`config.mk`:
```
export PLATFORM = sky130hd
export DESIGN_NAME = i2s_frame_ctrl
export DESIGN_NICKNAME = d
export VERILOG_FILES = /design/src/rtl/i2s_pkg.sv /design/src/rtl/i2s_edge_det.sv /design/src/rtl/i2s_frame_ctrl.sv
export SDC_FILE = /design/constraint.sdc
export NUM_CORES = 1
export LEC_CHECK = 0
export BUFFER_PORTS_ARGS = -buffer_cell sky130_fd_sc_hd__buf_2
export CAP_MARGIN = 20
export CELL_PAD_IN_SITES_DETAIL_PLACEMENT = 2
export CELL_PAD_IN_SITES_GLOBAL_PLACEMENT = 2
export CORE_UTILIZATION = 30
export CTS_BUF_LIST = sky130_fd_sc_hd__clkbuf_4
export CTS_CLUSTER_DIAMETER = 40
export CTS_CLUSTER_SIZE = 16
export DETAILED_ROUTE_END_ITERATION = 8
export PLACE_DENSITY_LB_ADDON = 0.1
export SLEW_MARGIN = 20
export SYNTH_ARGS = -nofsm -noshare
export SYNTH_HDL_FRONTEND = slang
export SYNTH_SLANG_ARGS = --single-unit
export TNS_END_PERCENT = 5
```
`constraint.sdc`:
```
create_clock -name mclk_in -period 3.05 [get_ports mclk_in]
set_input_delay 0.4575 -clock mclk_in [delete_from_list [all_inputs] [get_ports mclk_in]]
set_output_delay 0.4575 -clock mclk_in [all_outputs]
set_load 0.005 [all_outputs]
```
`src/rtl/i2s_pkg.sv`:
```
// i2s_pkg: shared definitions for the I2S frame-level blocks.
//   state_t          frame sequencer state (IDLE, SYNC, RUN) in 2 bits
//   PDATA_WIDTH_DEF  default channel sample width, matching i2s_trx
package i2s_pkg;

    localparam int unsigned PDATA_WIDTH_DEF = 32;

    typedef enum logic [1:0] {
        IDLE = 2'd0,
        SYNC = 2'd1,
        RUN  = 2'd2
    } state_t;

endpackage

```
`src/rtl/i2s_edge_det.sv`:
```
// i2s_edge_det: LRCK falling-edge tick generator.
// LRCK is registered once; tick is high in the first cycle the live LRCK is
// seen low after having been high (right channel of the frame complete).
// Ports:
//   clk   in   clock, rising edge
//   rst   in   synchronous active-high reset (clears the LRCK history)
//   lrck  in   LRCK from the transceiver
//   tick  out  combinational one-cycle frame-boundary strobe
module i2s_edge_det (
    input  logic clk,
    input  logic rst,
    input  logic lrck,
    output logic tick
);

    logic lrck_q;

    always_ff @(posedge clk) begin
        if (rst) begin
            lrck_q <= 1'b0;
        end else begin
            lrck_q <= lrck;
        end
    end

    assign tick = lrck_q & ~lrck;

endmodule

```
`src/rtl/i2s_frame_ctrl.sv`:
```
// i2s_frame_ctrl: frame sequencer between i2s_trx and the DSP datapath.
// Captures every completed RX stereo frame into a valid/ready output stream
// and feeds TX stereo frames from a valid/ready input stream to the
// transceiver at LRCK frame boundaries. The first boundary after enable only
// aligns (partial frame); overrun/underrun are flagged with one-cycle pulses.
// Optional: define I2S_FRAME_CTRL_STATS_EN to add saturating event counters.
// Ports:
//   mclk_in, rst_in, en_in            clock, sync active-high reset, enable
//   lrck_in                           LRCK (low = left, high = right)
//   rx_pldata_in, rx_prdata_in        received samples from i2s_trx
//   tx_pldata_out, tx_prdata_out      transmit samples to i2s_trx
//   m_pldata_out, m_prdata_out,
//   m_valid_out, m_ready_in           RX output stream
//   s_pldata_in, s_prdata_in,
//   s_valid_in, s_ready_out           TX input stream
//   run_out                           high in RUN
//   overrun_out, underrun_out         one-cycle event pulses
//   ovr_cnt_out, udr_cnt_out          event counters (stats build only)
module i2s_frame_ctrl
    import i2s_pkg::*;
#(
    parameter int unsigned PDATA_WIDTH = PDATA_WIDTH_DEF,
    parameter int unsigned CNT_WIDTH   = 16
) (
    input  logic                   mclk_in,
    input  logic                   rst_in,
    input  logic                   en_in,
    input  logic                   lrck_in,
    input  logic [PDATA_WIDTH-1:0] rx_pldata_in,
    input  logic [PDATA_WIDTH-1:0] rx_prdata_in,
    output logic [PDATA_WIDTH-1:0] tx_pldata_out,
    output logic [PDATA_WIDTH-1:0] tx_prdata_out,
    output logic [PDATA_WIDTH-1:0] m_pldata_out,
    output logic [PDATA_WIDTH-1:0] m_prdata_out,
    output logic                   m_valid_out,
    input  logic                   m_ready_in,
    input  logic [PDATA_WIDTH-1:0] s_pldata_in,
    input  logic [PDATA_WIDTH-1:0] s_prdata_in,
    input  logic                   s_valid_in,
    output logic                   s_ready_out,
    output logic                   run_out,
    output logic                   overrun_out,
`ifdef I2S_FRAME_CTRL_STATS_EN
    output logic [CNT_WIDTH-1:0]   ovr_cnt_out,
    output logic [CNT_WIDTH-1:0]   udr_cnt_out,
`endif
    output logic                   underrun_out
);

    if (CNT_WIDTH < 1) begin : g_bad_cnt_width
        $error("CNT_WIDTH must be at least 1");
    end

    state_t                 state;
    logic                   tick;
    logic                   full;
    logic [PDATA_WIDTH-1:0] hold_l;
    logic [PDATA_WIDTH-1:0] hold_r;
    logic                   run_tick;
    logic                   ovr_evt;
    logic                   udr_evt;
    logic                   accept;

    i2s_edge_det u_edge_det (
        .clk  (mclk_in),
        .rst  (rst_in),
        .lrck (lrck_in),
        .tick (tick)
    );

    assign run_out     = (state == RUN);
    assign s_ready_out = (state != IDLE) & ~full;

    // Events are judged on pre-edge state; disabling suppresses them.
    always_comb begin
        run_tick = (state == RUN) & en_in & tick;
        ovr_evt  = run_tick & m_valid_out & ~m_ready_in;
        udr_evt  = run_tick & ~full;
        accept   = s_valid_in & s_ready_out & en_in;
    end

    always_ff @(posedge mclk_in) begin
        if (rst_in) begin
            state         <= IDLE;
            m_pldata_out  <= '0;
            m_prdata_out  <= '0;
            m_valid_out   <= 1'b0;
            tx_pldata_out <= '0;
            tx_prdata_out <= '0;
            hold_l        <= '0;
            hold_r        <= '0;
            full          <= 1'b0;
            overrun_out   <= 1'b0;
            underrun_out  <= 1'b0;
        end else begin
            overrun_out  <= ovr_evt;
            underrun_out <= udr_evt;
            case (state)
                IDLE: begin
                    m_valid_out   <= 1'b0;
                    tx_pldata_out <= '0;
                    tx_prdata_out <= '0;
                    full          <= 1'b0;
                    if (en_in) begin
                        state <= SYNC;
                    end
                end
                SYNC: begin
                    if (!en_in) begin
                        state <= IDLE;
                        full  <= 1'b0;
                    end else begin
                        // First boundary only aligns; its frame is partial.
                        if (tick) begin
                            state <= RUN;
                        end
                        if (accept) begin
                            hold_l <= s_pldata_in;
                            hold_r <= s_prdata_in;
                            full   <= 1'b1;
                        end
                    end
                end
                RUN: begin
                    if (!en_in) begin
                        state         <= IDLE;
                        m_valid_out   <= 1'b0;
                        full          <= 1'b0;
                        tx_pldata_out <= '0;
                        tx_prdata_out <= '0;
                    end else begin
                        if (tick) begin
                            m_pldata_out <= rx_pldata_in;
                            m_prdata_out <= rx_prdata_in;
                            m_valid_out  <= 1'b1;
                            if (full) begin
                                tx_pldata_out <= hold_l;
                                tx_prdata_out <= hold_r;
                                full          <= 1'b0;
                            end else begin
                                tx_pldata_out <= '0;
                                tx_prdata_out <= '0;
                            end
                        end else if (m_valid_out && m_ready_in) begin
                            m_valid_out <= 1'b0;
                        end
                        // Accept only happens when full was clear, so a write
                        // in a tick cycle refills holding for the next frame.
                        if (accept) begin
                            hold_l <= s_pldata_in;
                            hold_r <= s_prdata_in;
                            full   <= 1'b1;
                        end
                    end
                end
                default: begin
                    state <= IDLE;
                end
            endcase
        end
    end

`ifdef I2S_FRAME_CTRL_STATS_EN
    // Counters advance on the same edge that raises the matching pulse.
    always_ff @(posedge mclk_in) begin
        if (rst_in || (state == IDLE && en_in)) begin
            ovr_cnt_out <= '0;
            udr_cnt_out <= '0;
        end else begin
            if (ovr_evt && (ovr_cnt_out != '1)) begin
                ovr_cnt_out <= ovr_cnt_out + CNT_WIDTH'(1);
            end
            if (udr_evt && (udr_cnt_out != '1)) begin
                udr_cnt_out <= udr_cnt_out + CNT_WIDTH'(1);
            end
        end
    end
`endif

endmodule

```
==> results_tabular.tex, run 1 <==
\begin{tabular}{lr}
\hline
Metric & Value \\
\hline
\multicolumn{2}{l}{\textbf{Logic synthesis}} \\
Warning count from the yosys run & 0 \\
Async SR Flop Fraction & 0\% \\
Post-synthesis sequential element count & 199 \\
Net count after synthesis & 1026 \\
Proportion of synthesized chip area in sequential cells & 56.2\% \\
Largest family of logic cells by synthesized area & simple AND/OR/NAND/NOR gates \\
Post-Syn Area & 7090 sq um \\
Average cell area after synthesis & 7.98 sq um \\
Share of synthesized cell area in full adder, half adder and majority cells & 0.529\% \\
Unique masters post-synth & 28 \\
Leading cell type by number of instances after synthesis & sky130\_fd\_sc\_hd\_\_nand2\_1 \\
Fraction of the mapped netlist area in compound gates & 14.7\% \\
Area fraction of the dominant cell type after synthesis & 56.2\% \\
Primary FF master, synth & sky130\_fd\_sc\_hd\_\_dfxtp\_1 \\
Leading post-synthesis cells by instance count & 326 x sky130\_fd\_sc\_hd\_\_nand2\_1, 199 x sky130\_fd\_sc\_hd\_\_dfxtp\_1, 198 x sky130\_fd\_sc\_hd\_\_a21oi\_1 \\
Largest area contributor in the synthesized netlist & sky130\_fd\_sc\_hd\_\_dfxtp\_1 \\
Mux cell area share after synthesis & 0.159\% \\
EDFF count, synth & 0 \\
Post-synthesis instance total & 889 \\
Dominant cells by area after synthesis & sky130\_fd\_sc\_hd\_\_dfxtp\_1 56\%, sky130\_fd\_sc\_hd\_\_nand2\_1 17\%, sky130\_fd\_sc\_hd\_\_a21oi\_1 14\% \\
Simple-gate share of the synthesized area & 23.4\% \\
Synthesized-area fraction occupied by xor and xnor cells & 0\% \\
\multicolumn{2}{l}{\textbf{CTS}} \\
CTS tree & done \\
Number of buffers created by CTS & 17 \\
Clk sink count & 199 \\
Clk buf depth & 2 \\
Clock network latency to the later pin of the worst-skew pair & 0.58 ns \\
Clock root buffer master & sky130\_fd\_sc\_hd\_\_clkbuf\_4 \\
Setup fix buffers added after clock tree synthesis & 0 \\
Clock transition at the register clock pins on the worst setup and hold paths after CTS & 0.18 ns \\
CTS HTree Levels & 4 \\
\multicolumn{2}{l}{\textbf{Timing}} \\
Final count of pins violating max slew & 0 \\
Worst hold-check slack & 0.0805 ns \\
Peak clock frequency supported by timing & 436 MHz \\
Transition time at the pin with the least slew margin & 0.810 ns \\
Number of failing hold endpoints at the final stage & 0 \\
Final critical path time including I/O delays and setup & 2.29 ns \\
Setup TNS Final & 0 ns \\
Tightest slew margin relative to the limit & 46.0\% \\
Number of setup violations in the final report & 0 \\
Unrepaired setup endpoints after global routing & false \\
Maximum clock skew at final layout & 0.0317 ns \\
Share of the clock period used by the worst path & 75.1\% \\
\multicolumn{2}{l}{\textbf{Die}} \\
Horizontal die dimension & 156 um \\
Starting density of the core & 30.9\% \\
Overall die height & 156 um \\
Core outline area & 22900 sq um \\
Floorplan row count & 55 \\
I/O pin count & 267 \\
Die footprint & 24300 sq um \\
\multicolumn{2}{l}{\textbf{Worst setup path}} \\
Crit Path Class & flop to flop \\
Startpoint type of the worst setup path & flop \\
Crit path arrival time & 2.72 ns \\
Critical path endpoint category & flop \\
Maximum fanout encountered on the critical timing path & 64 \\
Required @ worst endpoint & 3.48 ns \\
\multicolumn{2}{l}{\textbf{Power}} \\
Max IR drop VDD & 175 uV \\
PD cells & 496 nW/um\^{}2 \\
Design Power & 0.00444 W \\
Leakage power total & 3.55 nW \\
\multicolumn{2}{l}{\textbf{Placement}} \\
Cell area reported after detailed placement & 8680 sq um \\
IO Port Bufs & 266 \\
Dpl hpwl & 16500 um \\
RD Place Congestion & 0.711 \\
Number of cells after detailed placement & 1412 \\
\multicolumn{2}{l}{\textbf{GRT}} \\
Wire length of the first global-routing pass & 38200 um \\
Via count of the first global-routing pass & 7262 \\
Peak-usage layer in the global routing report & met2 \\
Global-route track usage on met1 & 23.0\% \\
Maximum number of pins on one net before global-route repair & 97 \\
Overall global routing resource usage & 20.0\% \\
Met2 demand-to-capacity share in global routing & 34.6\% \\
Met3 Use GR & 7.31\% \\
Antenna violations before repair & 4 \\
GR Overflow Total & 0 \\
\multicolumn{2}{l}{\textbf{Detailed routing}} \\
DRC violation count after routing & 0 \\
Initial DRT Pass Iterations & 4 \\
Detailed Route WL & 23900 um \\
DR vias/cell & 4.75 \\
Wire per inst & 16.6 um \\
Detail Route Antenna Nets & 0 \\
DR vias & 6865 \\
Number of DRC violations after detailed-routing iteration 0 & 203 \\
\multicolumn{2}{l}{\textbf{Cells and area}} \\
Number of fillers in the final layout & 2770 \\
Area of combinational cells with multiple inputs & 2780 sq um \\
Area Growth Syn to Fin & 26.1\% \\
Share of post-route cells with drive strength above 1 & 28.4\% \\
Number of nets in the layout & 1256 \\
Post-route design area & 8950 sq um \\
Total area of sequential cells & 3980 sq um \\
Final standard cell count with taps included and fillers excluded & 1446 \\
\multicolumn{2}{l}{\textbf{Worst hold path}} \\
Worst Hold Class & input pin to flop \\
\multicolumn{2}{l}{\textbf{Outcome}} \\
Run status & complete, no violations \\
\multicolumn{2}{l}{\textbf{Flow run}} \\
Maxcap violations & 0 \\
\hline
\end{tabular}
registers in the layout (all words and copies together), names as in the netlist:
signal,cells
tx_pldata_out,32
hold_l,32
state,2
full,1
m_pldata_out,32
m_valid_out,1
overrun_out,1
tx_prdata_out,32
hold_r,32
m_prdata_out,32
u_edge_det.lrck_q,1
underrun_out,1
worst paths after layout:
check	endpoint	slack (ns)	startpoint	cells after the start
hold / removal	hold_l[14]	0.08	s_pldata_in[14]	3
setup / recovery	hold_l[28]	0.76	state[0]	7
hold reg to reg	tx_prdata_out[29]	0.46	tx_prdata_out[29]	2
setup reg to reg	hold_l[28]	0.76	state[0]	7
cells by family (layout without fill, tap and decap cells):
| group | count (synthesis) | in the layout |
|---|---|---|
| simple gates | 409 | 409 |
| compound gates | 204 | 204 |
| flops | 199 | 199 |
| buf+inv | 73 | 315 |
| fa+ha+maj | 3 | 3 |
| mux | 1 | 1 |
| other cells | 0 | 2 |
critical path, cell delays in order (launching register included):
cell                      delay, ns
sky130_fd_sc_hd__dfxtp_1       0.40
sky130_fd_sc_hd__inv_1         0.07
sky130_fd_sc_hd__ha_1          0.32
sky130_fd_sc_hd__or3b_4        0.44
sky130_fd_sc_hd__or2_2         0.30
sky130_fd_sc_hd__buf_4         0.34
sky130_fd_sc_hd__nand2_1       0.17
sky130_fd_sc_hd__a21oi_1       0.07
cell type report:
class	count	area share, %
Timing Repair Buffer	282	17.0
Clock buffer	17	1.43
Sequential cell	199	44.5
Tap cell	313	4.38
Multi-Input combinational cell	617	31.1
Antenna cell	2	0.0559
Inverter	2	0.0839
Clock inverter	14	1.38
cell usage in the layout, fill, tap and decap left out, drive strengths merged, types with 2 or more instances in the layout:
cell | netlist | layout
nor2b | 3 | 3
o22ai | 2 | 2
a21oi | 198 | 198
nand2b | 2 | 2
inv | 2 | 6
buf | 34 | 281
a31oi | 2 | 2
nand2 | 326 | 326
clkbuf | 37 | 17
clkinv | 0 | 7
clkinvlp | 0 | 3
dfxtp | 199 | 199
diode | 0 | 2
nor3 | 2 | 2
nor2 | 6 | 6
nand3 | 65 | 65
ha | 3 | 3
report_power, final:
part	switching, W	internal, W	total [W]
combinational	0.000328	0.000149	0.000477
sequential	0.0000146	0.00263	0.00264
clock	0.000973	0.000342	0.00132
routing by layer:
metal  wire [um]  up-vias
met4         271        4
met1       10200     3286
li1            -     3368
met3        1920       21
met2       11500      186
met5          27        -
what timing repair did:
action	CTS	global route
endpoints found under the hold margin	1	0
hold buffers	1	0
resized for setup	0	0
through the flow:
stage	setup WS, ns	util [%]
2_1_floorplan	1.18	-
3_3_place_gp	0.811	37.9
4_1_cts	0.729	39.0
6_report	0.758	39.0
5_1_grt	0.595	39.0
3_5_place_dp	0.745	37.9
Power figures use the tool's default switching activity.
==> run 2, diff against run 1 <==
Settings changed: ABC_AREA from default to 1, CORE_UTILIZATION 30 to 28.
Clock period 3.05 ns to 2.4 ns, I/O delays scaled along.
==> results_tabular.tex, run 2 <==
\begin{tabular}{lr}
\hline
Metric & Value \\
\hline
\multicolumn{2}{l}{\textbf{Timing}} \\
Peak clock frequency supported by timing & 507 MHz \\
Unrepaired setup endpoints after global routing & false \\
Final critical path time including I/O delays and setup & 1.97 ns \\
Transition time at the pin with the least slew margin & 0.702 ns \\
Maximum clock skew at final layout & 0.0351 ns \\
Tightest slew margin relative to the limit & 53.2\% \\
Number of failing hold endpoints at the final stage & 0 \\
Worst Setup Slack, final & 0.426 ns \\
Final count of pins violating max slew & 0 \\
Number of setup violations in the final report & 0 \\
Worst hold-check slack & 0.0445 ns \\
Setup TNS Final & 0 ns \\
Share of the clock period used by the worst path & 82.2\% \\
\multicolumn{2}{l}{\textbf{Logic synthesis}} \\
Dominant cells by area after synthesis & sky130\_fd\_sc\_hd\_\_dfxtp\_1 56\%, sky130\_fd\_sc\_hd\_\_a21oi\_1 9.4\%, sky130\_fd\_sc\_hd\_\_o21ai\_0 8.7\% \\
Area fraction of the dominant cell type after synthesis & 55.7\% \\
Leading post-synthesis cells by instance count & 199 x sky130\_fd\_sc\_hd\_\_dfxtp\_1, 143 x sky130\_fd\_sc\_hd\_\_nor2\_1, 135 x sky130\_fd\_sc\_hd\_\_a21oi\_1 \\
EDFF count, synth & 0 \\
Post-Syn Area & 7150 sq um \\
Proportion of synthesized chip area in sequential cells & 55.7\% \\
Net count after synthesis & 1035 \\
Leading cell type by number of instances after synthesis & sky130\_fd\_sc\_hd\_\_dfxtp\_1 \\
Primary FF master, synth & sky130\_fd\_sc\_hd\_\_dfxtp\_1 \\
Largest area contributor in the synthesized netlist & sky130\_fd\_sc\_hd\_\_dfxtp\_1 \\
Warning count from the yosys run & 0 \\
Unique masters post-synth & 18 \\
Average cell area after synthesis & 7.96 sq um \\
Post-synthesis sequential element count & 199 \\
Post-synthesis instance total & 898 \\
Async SR Flop Fraction & 0\% \\
\multicolumn{2}{l}{\textbf{CTS}} \\
Number of buffers created by CTS & 17 \\
CTS tree & done \\
Clock root buffer master & sky130\_fd\_sc\_hd\_\_clkbuf\_4 \\
Clk buf depth & 2 \\
Clock network latency to the later pin of the worst-skew pair & 0.60 ns \\
Clock transition at the register clock pins on the worst setup and hold paths after CTS & 0.18 ns \\
CTS HTree Levels & 4 \\
Clk sink count & 199 \\
Number of instances resized during post-cts repair & 0 \\
\multicolumn{2}{l}{\textbf{Detailed routing}} \\
DR vias/cell & 4.63 \\
Number of DRC violations after detailed-routing iteration 0 & 228 \\
Initial DRT Pass Iterations & 4 \\
Detailed Route WL & 25500 um \\
DR vias & 7222 \\
DRC violation count after routing & 0 \\
Detail Route Antenna Nets & 0 \\
Wire per inst & 16.3 um \\
\multicolumn{2}{l}{\textbf{Die}} \\
Core outline area & 25100 sq um \\
Horizontal die dimension & 162 um \\
I/O pin count & 267 \\
Floorplan row count & 58 \\
Starting density of the core & 28.5\% \\
Die footprint & 26200 sq um \\
Overall die height & 162 um \\
\multicolumn{2}{l}{\textbf{Worst setup path}} \\
List of cells traversed by the critical path & inv\_1, ha\_1, nor2\_2, buf\_2 \\
Crit path arrival time & 1.61 ns \\
Critical path endpoint category & output port \\
Required @ worst endpoint & 2.04 ns \\
Max stage delay on crit path & 0.40 ns \\
Maximum fanout encountered on the critical timing path & 4 \\
Crit Path Class & flop to output port \\
Startpoint type of the worst setup path & flop \\
Combined buffer and inverter count along the critical path & 2 \\
Cell with the biggest individual delay on the critical path & sky130\_fd\_sc\_hd\_\_dfxtp\_1 \\
Top cell family by delay on the critical path & flip-flops \\
\multicolumn{2}{l}{\textbf{GRT}} \\
Via count of the first global-routing pass & 7910 \\
Met3 Use GR & 6.49\% \\
Wire length of the first global-routing pass & 41000 um \\
Overall global routing resource usage & 19.6\% \\
Global-route track usage on met1 & 22.4\% \\
GR Overflow Total & 0 \\
Maximum number of pins on one net before global-route repair & 142 \\
Met2 demand-to-capacity share in global routing & 35.2\% \\
Antenna violations before repair & 2 \\
Peak-usage layer in the global routing report & met2 \\
\multicolumn{2}{l}{\textbf{Outcome}} \\
Run status & complete, no violations \\
\multicolumn{2}{l}{\textbf{Power}} \\
Leakage power total & 4.37 nW \\
Max IR drop VDD & 247 uV \\
PD cells & 637 nW/um\^{}2 \\
\multicolumn{2}{l}{\textbf{Cells and area}} \\
Share of post-route cells with drive strength above 1 & 25.9\% \\
Most common cell after layout, fill and taps aside & sky130\_fd\_sc\_hd\_\_buf\_2 \\
Fin util & 39.3\% \\
Number of nets in the layout & 1354 \\
Most frequent cells in the layout & 266 x sky130\_fd\_sc\_hd\_\_buf\_2, 199 x sky130\_fd\_sc\_hd\_\_dfxtp\_1, 143 x sky130\_fd\_sc\_hd\_\_nor2\_1, 135 x sky130\_fd\_sc\_hd\_\_a21oi\_1, 125 x sky130\_fd\_sc\_hd\_\_o21ai\_0 \\
Post-route design area & 9880 sq um \\
Area Growth Syn to Fin & 38.1\% \\
\multicolumn{2}{l}{\textbf{Worst hold path}} \\
Worst Hold Class & input pin to flop \\
\multicolumn{2}{l}{\textbf{Placement}} \\
RD Place Congestion & 0.721 \\
IO Port Bufs & 266 \\
Minimum setup slack after placement & 0.533 ns \\
Dpl hpwl & 15100 um \\
Cell area reported after detailed placement & 8690 sq um \\
\multicolumn{2}{l}{\textbf{Flow run}} \\
Maxcap violations & 0 \\
\hline
\end{tabular}
==> run 2: changes by cell type in the layout (fill, tap and decap cells not counted), moves of 11 or more <==
cell / change
sky130_fd_sc_hd__a21oi_1: -63
sky130_fd_sc_hd__dlygate4sd3_1: +90
sky130_fd_sc_hd__inv_1: +70
sky130_fd_sc_hd__nand2_1: -258
sky130_fd_sc_hd__nand3_1: -11
sky130_fd_sc_hd__nor2_1: +139
sky130_fd_sc_hd__o21ai_0: +125
sky130_fd_sc_hd__o21ai_1: +16
==> run 2: logic make-up after synthesis <==
logic type | count (synthesis) | share of synthesized area (%)
simple gates | 273 | 15.5
flops | 199 | 55.7
fa+ha+maj | 3 | 0.525
compound gates | 276 | 19.3
buf+inv | 147 | 8.94
==> run 2: metrics by stage <==
| stage | power, W | std cells |
|---|---|---|
| finish | 0.00629 | 1559 |
| global route | 0.00665 | 1559 |
| CTS | 0.00643 | 1558 |
| detailed placement | 0.00445 | 1437 |
| global placement | 0.00443 | 1437 |
| floorplan | 0.00410 | 898 |
==> run 2: worst paths after layout <==
path	end	cells after the start	slack [ns]	from
max	s_ready_out	4	0.43	state[1]
min	hold_l[5]	3	0.04	s_pldata_in[5]
max reg2reg	hold_r[3]	7	0.48	state[1]
min reg2reg	hold_l[19]	2	0.46	hold_l[19]
==> run 2: cell type report <==
| type | instances | area, sq um |
|---|---|---|
| Timing Repair Buffer | 370 | 2380 |
| Clock inverter | 13 | 141 |
| Sequential cell | 199 | 3980 |
| Clock buffer | 17 | 128 |
| Antenna cell | 1 | 2.50 |
| Multi-Input combinational cell | 552 | 2540 |
| Fill cell | 2965 | 15200 |
| Inverter | 77 | 290 |
| Tap cell | 330 | 413 |
==> run 2: routing by layer <==
layer | part of all wire (%) | up-vias | routed length, um
met5 | 0.039 | - | 10
met4 | 1.2 | 2 | 307
met3 | 6.7 | 22 | 1710
met2 | 49 | 177 | 12600
met1 | 43 | 3470 | 10900
li1 | - | 3551 | -
==> run 2: power by group <==
part	leakage, nW	switching (W)	internal, W	total [W]
Clock	0.145	0.00127	0.000544	0.00181
Sequential	1.61	0.0000602	0.00342	0.00348
Combinational	2.62	0.000608	0.000386	0.000994
Total	4.37	0.00193	0.00436	0.00629
==> run 2: timing repair <==
action                                  4_1_cts  5_1_grt
setup buffers                                 0        0
hold buffers                                 91        0
hold endpoints to repair                     91        0
endpoints found under the setup margin        0        0
==> run 2: worst min-delay path, cell delays in order <==
cell and delay, ns:
sky130_fd_sc_hd__buf_2 0.08, sky130_fd_sc_hd__o21ai_0 0.07, sky130_fd_sc_hd__a21oi_1 0.11
==> run 3, diff against run 2 <==
Settings changed: ABC_AREA 1 to 0, CORE_UTILIZATION 28 to 25.
Clock period 2.4 ns to 1.6 ns, I/O delays scaled along.
==> results_tabular.tex, run 3 (synthesis results as in run 1) <==
\begin{tabular}{lr}
\hline
Metric & Value \\
\hline
\multicolumn{2}{l}{\textbf{Outcome}} \\
Run status & finished with violations \\
Violations in the final reports & negative setup slack \\
\multicolumn{2}{l}{\textbf{CTS}} \\
Clock network latency to the later pin of the worst-skew pair & 0.60 ns \\
Clk sink count & 199 \\
Number of buffers created by CTS & 17 \\
Clock transition at the register clock pins on the worst setup and hold paths after CTS & 0.17 ns \\
CTS HTree Levels & 4 \\
CTS tree & done \\
Clock root buffer master & sky130\_fd\_sc\_hd\_\_clkbuf\_4 \\
Clk buf depth & 2 \\
\multicolumn{2}{l}{\textbf{Timing}} \\
Number of failing hold endpoints at the final stage & 0 \\
Final critical path time including I/O delays and setup & 1.79 ns \\
Worst Setup Slack, final & -0.191 ns \\
Number of setup violations in the final report & 131 \\
Transition time at the pin with the least slew margin & 0.390 ns \\
Maximum clock skew at final layout & 0.0339 ns \\
Final count of pins violating max slew & 0 \\
Unrepaired setup endpoints after global routing & true \\
Share of the clock period used by the worst path & 112\% \\
Tightest slew margin relative to the limit & 74.0\% \\
Peak clock frequency supported by timing & 558 MHz \\
Setup TNS Final & -15.63 ns \\
\multicolumn{2}{l}{\textbf{Detailed routing}} \\
Initial DRT Pass Iterations & 4 \\
Number of DRC violations after detailed-routing iteration 0 & 239 \\
DR vias & 7787 \\
Wire per inst & 17.6 um \\
DRC violation count after routing & 0 \\
DR vias/cell & 4.62 \\
Detail Route Antenna Nets & 0 \\
Detailed Route WL & 29700 um \\
\multicolumn{2}{l}{\textbf{Power}} \\
Fraction of power consumed by combinational cells & 16.9\% \\
Max IR drop VDD & 456 uV \\
Switching part of the total & 30.2\% \\
Net switching power & 0.00287 W \\
PD cells & 825 nW/um\^{}2 \\
Int Pwr & 0.00665 W \\
Leakage power total & 4.54 nW \\
Proportion of power drawn by flip-flops and latches & 52.9\% \\
Clock network fraction of design power & 30.2\% \\
\multicolumn{2}{l}{\textbf{Worst hold path}} \\
Worst hold path cell count & 4 \\
Hold Path End & state[1] \\
Startpoint of the most critical hold path & en\_in \\
Worst Hold Class & input pin to flop \\
\multicolumn{2}{l}{\textbf{Worst setup path}} \\
Top cell family by delay on the critical path & simple AND/OR/NAND/NOR gates \\
List of cells traversed by the critical path & inv\_4, ha\_4, or3b\_4, or2\_4, clkbuf\_16, nand2\_2, a21oi\_1 \\
Critical path endpoint category & flop \\
Crit Path Class & flop to flop \\
Combined buffer and inverter count along the critical path & 2 \\
Required @ worst endpoint & 2.09 ns \\
Reg-to-Reg End & hold\_r[23] \\
Maximum fanout encountered on the critical timing path & 7 \\
Cell with the biggest individual delay on the critical path & sky130\_fd\_sc\_hd\_\_or3b\_4 \\
RR Startpoint & state[1] \\
Crit path arrival time & 2.28 ns \\
Slack of the worst reg-to-reg path & -0.19 ns \\
Max stage delay on crit path & 0.44 ns \\
Depth of the worst register-to-register path & 7 \\
Startpoint type of the worst setup path & flop \\
Crit. Startpoint & state[1] \\
\multicolumn{2}{l}{\textbf{Die}} \\
Die footprint & 29000 sq um \\
Floorplan row count & 61 \\
Starting density of the core & 25.5\% \\
Overall die height & 170 um \\
I/O pin count & 267 \\
Core outline area & 27900 sq um \\
Horizontal die dimension & 170 um \\
\multicolumn{2}{l}{\textbf{Cells and area}} \\
Fin util & 41.4\% \\
Final standard cell count with taps included and fillers excluded & 1686 \\
Number of nets in the layout & 1430 \\
Number of fillers in the final layout & 3122 \\
Share of post-route cells with drive strength above 1 & 36.8\% \\
Most frequent cells in the layout & 277 x sky130\_fd\_sc\_hd\_\_nand2\_1, 263 x sky130\_fd\_sc\_hd\_\_buf\_2, 197 x sky130\_fd\_sc\_hd\_\_dfxtp\_1, 142 x sky130\_fd\_sc\_hd\_\_a21oi\_1, 131 x sky130\_fd\_sc\_hd\_\_dlygate4sd3\_1 \\
Area Growth Syn to Fin & 62.8\% \\
Post-route design area & 11500 sq um \\
Most common cell after layout, fill and taps aside & sky130\_fd\_sc\_hd\_\_nand2\_1 \\
\multicolumn{2}{l}{\textbf{Placement}} \\
Dpl hpwl & 17100 um \\
Cell area reported after detailed placement & 9050 sq um \\
IO Port Bufs & 266 \\
RD Place Congestion & 0.684 \\
Minimum setup slack after placement & -0.184 ns \\
Number of cells after detailed placement & 1495 \\
\multicolumn{2}{l}{\textbf{GRT}} \\
GR Overflow Total & 0 \\
Wire length of the first global-routing pass & 43500 um \\
Via count of the first global-routing pass & 8309 \\
Overall global routing resource usage & 19.2\% \\
Maximum number of pins on one net before global-route repair & 52 \\
Antenna violations before repair & 2 \\
\multicolumn{2}{l}{\textbf{Flow run}} \\
Maxcap violations & 0 \\
\hline
\end{tabular}
## run 3: cell count changes in the layout (fill, tap and decap cells not counted), moves of 8 or more
cell | before | now
sky130_fd_sc_hd__a21oi_2 | 0 | 56
sky130_fd_sc_hd__buf_12 | 3 | 15
sky130_fd_sc_hd__buf_4 | 10 | 19
sky130_fd_sc_hd__buf_6 | 0 | 13
sky130_fd_sc_hd__clkbuf_16 | 0 | 8
sky130_fd_sc_hd__dlygate4sd3_1 | 91 | 131
sky130_fd_sc_hd__inv_1 | 72 | 0
sky130_fd_sc_hd__nand2_1 | 68 | 277
sky130_fd_sc_hd__nand2_2 | 2 | 42
sky130_fd_sc_hd__nand3_1 | 53 | 64
sky130_fd_sc_hd__nor2_1 | 143 | 2
sky130_fd_sc_hd__o21ai_0 | 125 | 0
sky130_fd_sc_hd__o21ai_1 | 16 | 0
## run 3: repair_timing
action                                  4_1_cts  5_1_grt
resized for setup                            25      117
endpoints found under the setup margin      199      192
hold buffers                                131        0
gates cloned                                  4       12
buffers inserted                              3        8
pin swaps                                    19       91
hold endpoints to repair                    142        0
## run 3: worst max path at each step
stage | to | slack, ns | depth (start not counted)
after floorplan | hold_l[0] | -0.17 | 9
after global placement | hold_l[18] | -0.13 | 7
after detailed placement | tx_pldata_out[29] | -0.18 | 8
after CTS | s_ready_out | -0.26 | 5
after global routing | hold_r[28] | -0.30 | 8
final | hold_r[23] | -0.19 | 7
## run 3: worst reg2reg max path, delay by kind of cell, from the launching register on
family | cells | cell delay, ns
buf+inv | 2 | 0.25
simple gates | 3 | 0.84
fa+ha+maj | 1 | 0.15
compound gates | 1 | 0.06
flops | 1 | 0.40
## run 3: final cells by class
| cell class | count | area (sq um) | area share [%] |
|---|---|---|---|
| clock inverters | 14 | 156 | 1.35 |
| well taps | 378 | 473 | 4.10 |
| inverters | 2 | 10.0 | 0.0867 |
| diodes | 2 | 5.00 | 0.0434 |
| multi-input cells | 618 | 3220 | 27.9 |
| flip-flops and latches | 199 | 3990 | 34.6 |
| repair buffers | 455 | 3560 | 30.8 |
| clock buffers | 18 | 135 | 1.17 |
## run 3: through the flow
step	hold slack, ns	power (W)
2_1_floorplan	0.317	0.00567
4_1_cts	0.0491	0.00957
6_report	0.107	0.00953
3_3_place_gp	0.431	0.00628
3_5_place_dp	0.434	0.00629
5_1_grt	0.102	0.00995
## run 3: per-layer routing
layer,routed length [um],GRT usage [%]
met3,1820,5.67
met2,14900,34.3
met1,12100,21.7
met4,756,6.19
met5,0,0
## run 3: power by group through the flow
stage / sequential [W] / clock [W] / combinational [W]
after floorplan: 0.00514 / 0 / 0.000529
after global placement: 0.00514 / 0 / 0.00114
after detailed placement: 0.00514 / 0 / 0.00114
after CTS: 0.00504 / 0.00303 / 0.00150
after global routing: 0.00505 / 0.00317 / 0.00173
final: 0.00504 / 0.00287 / 0.00161
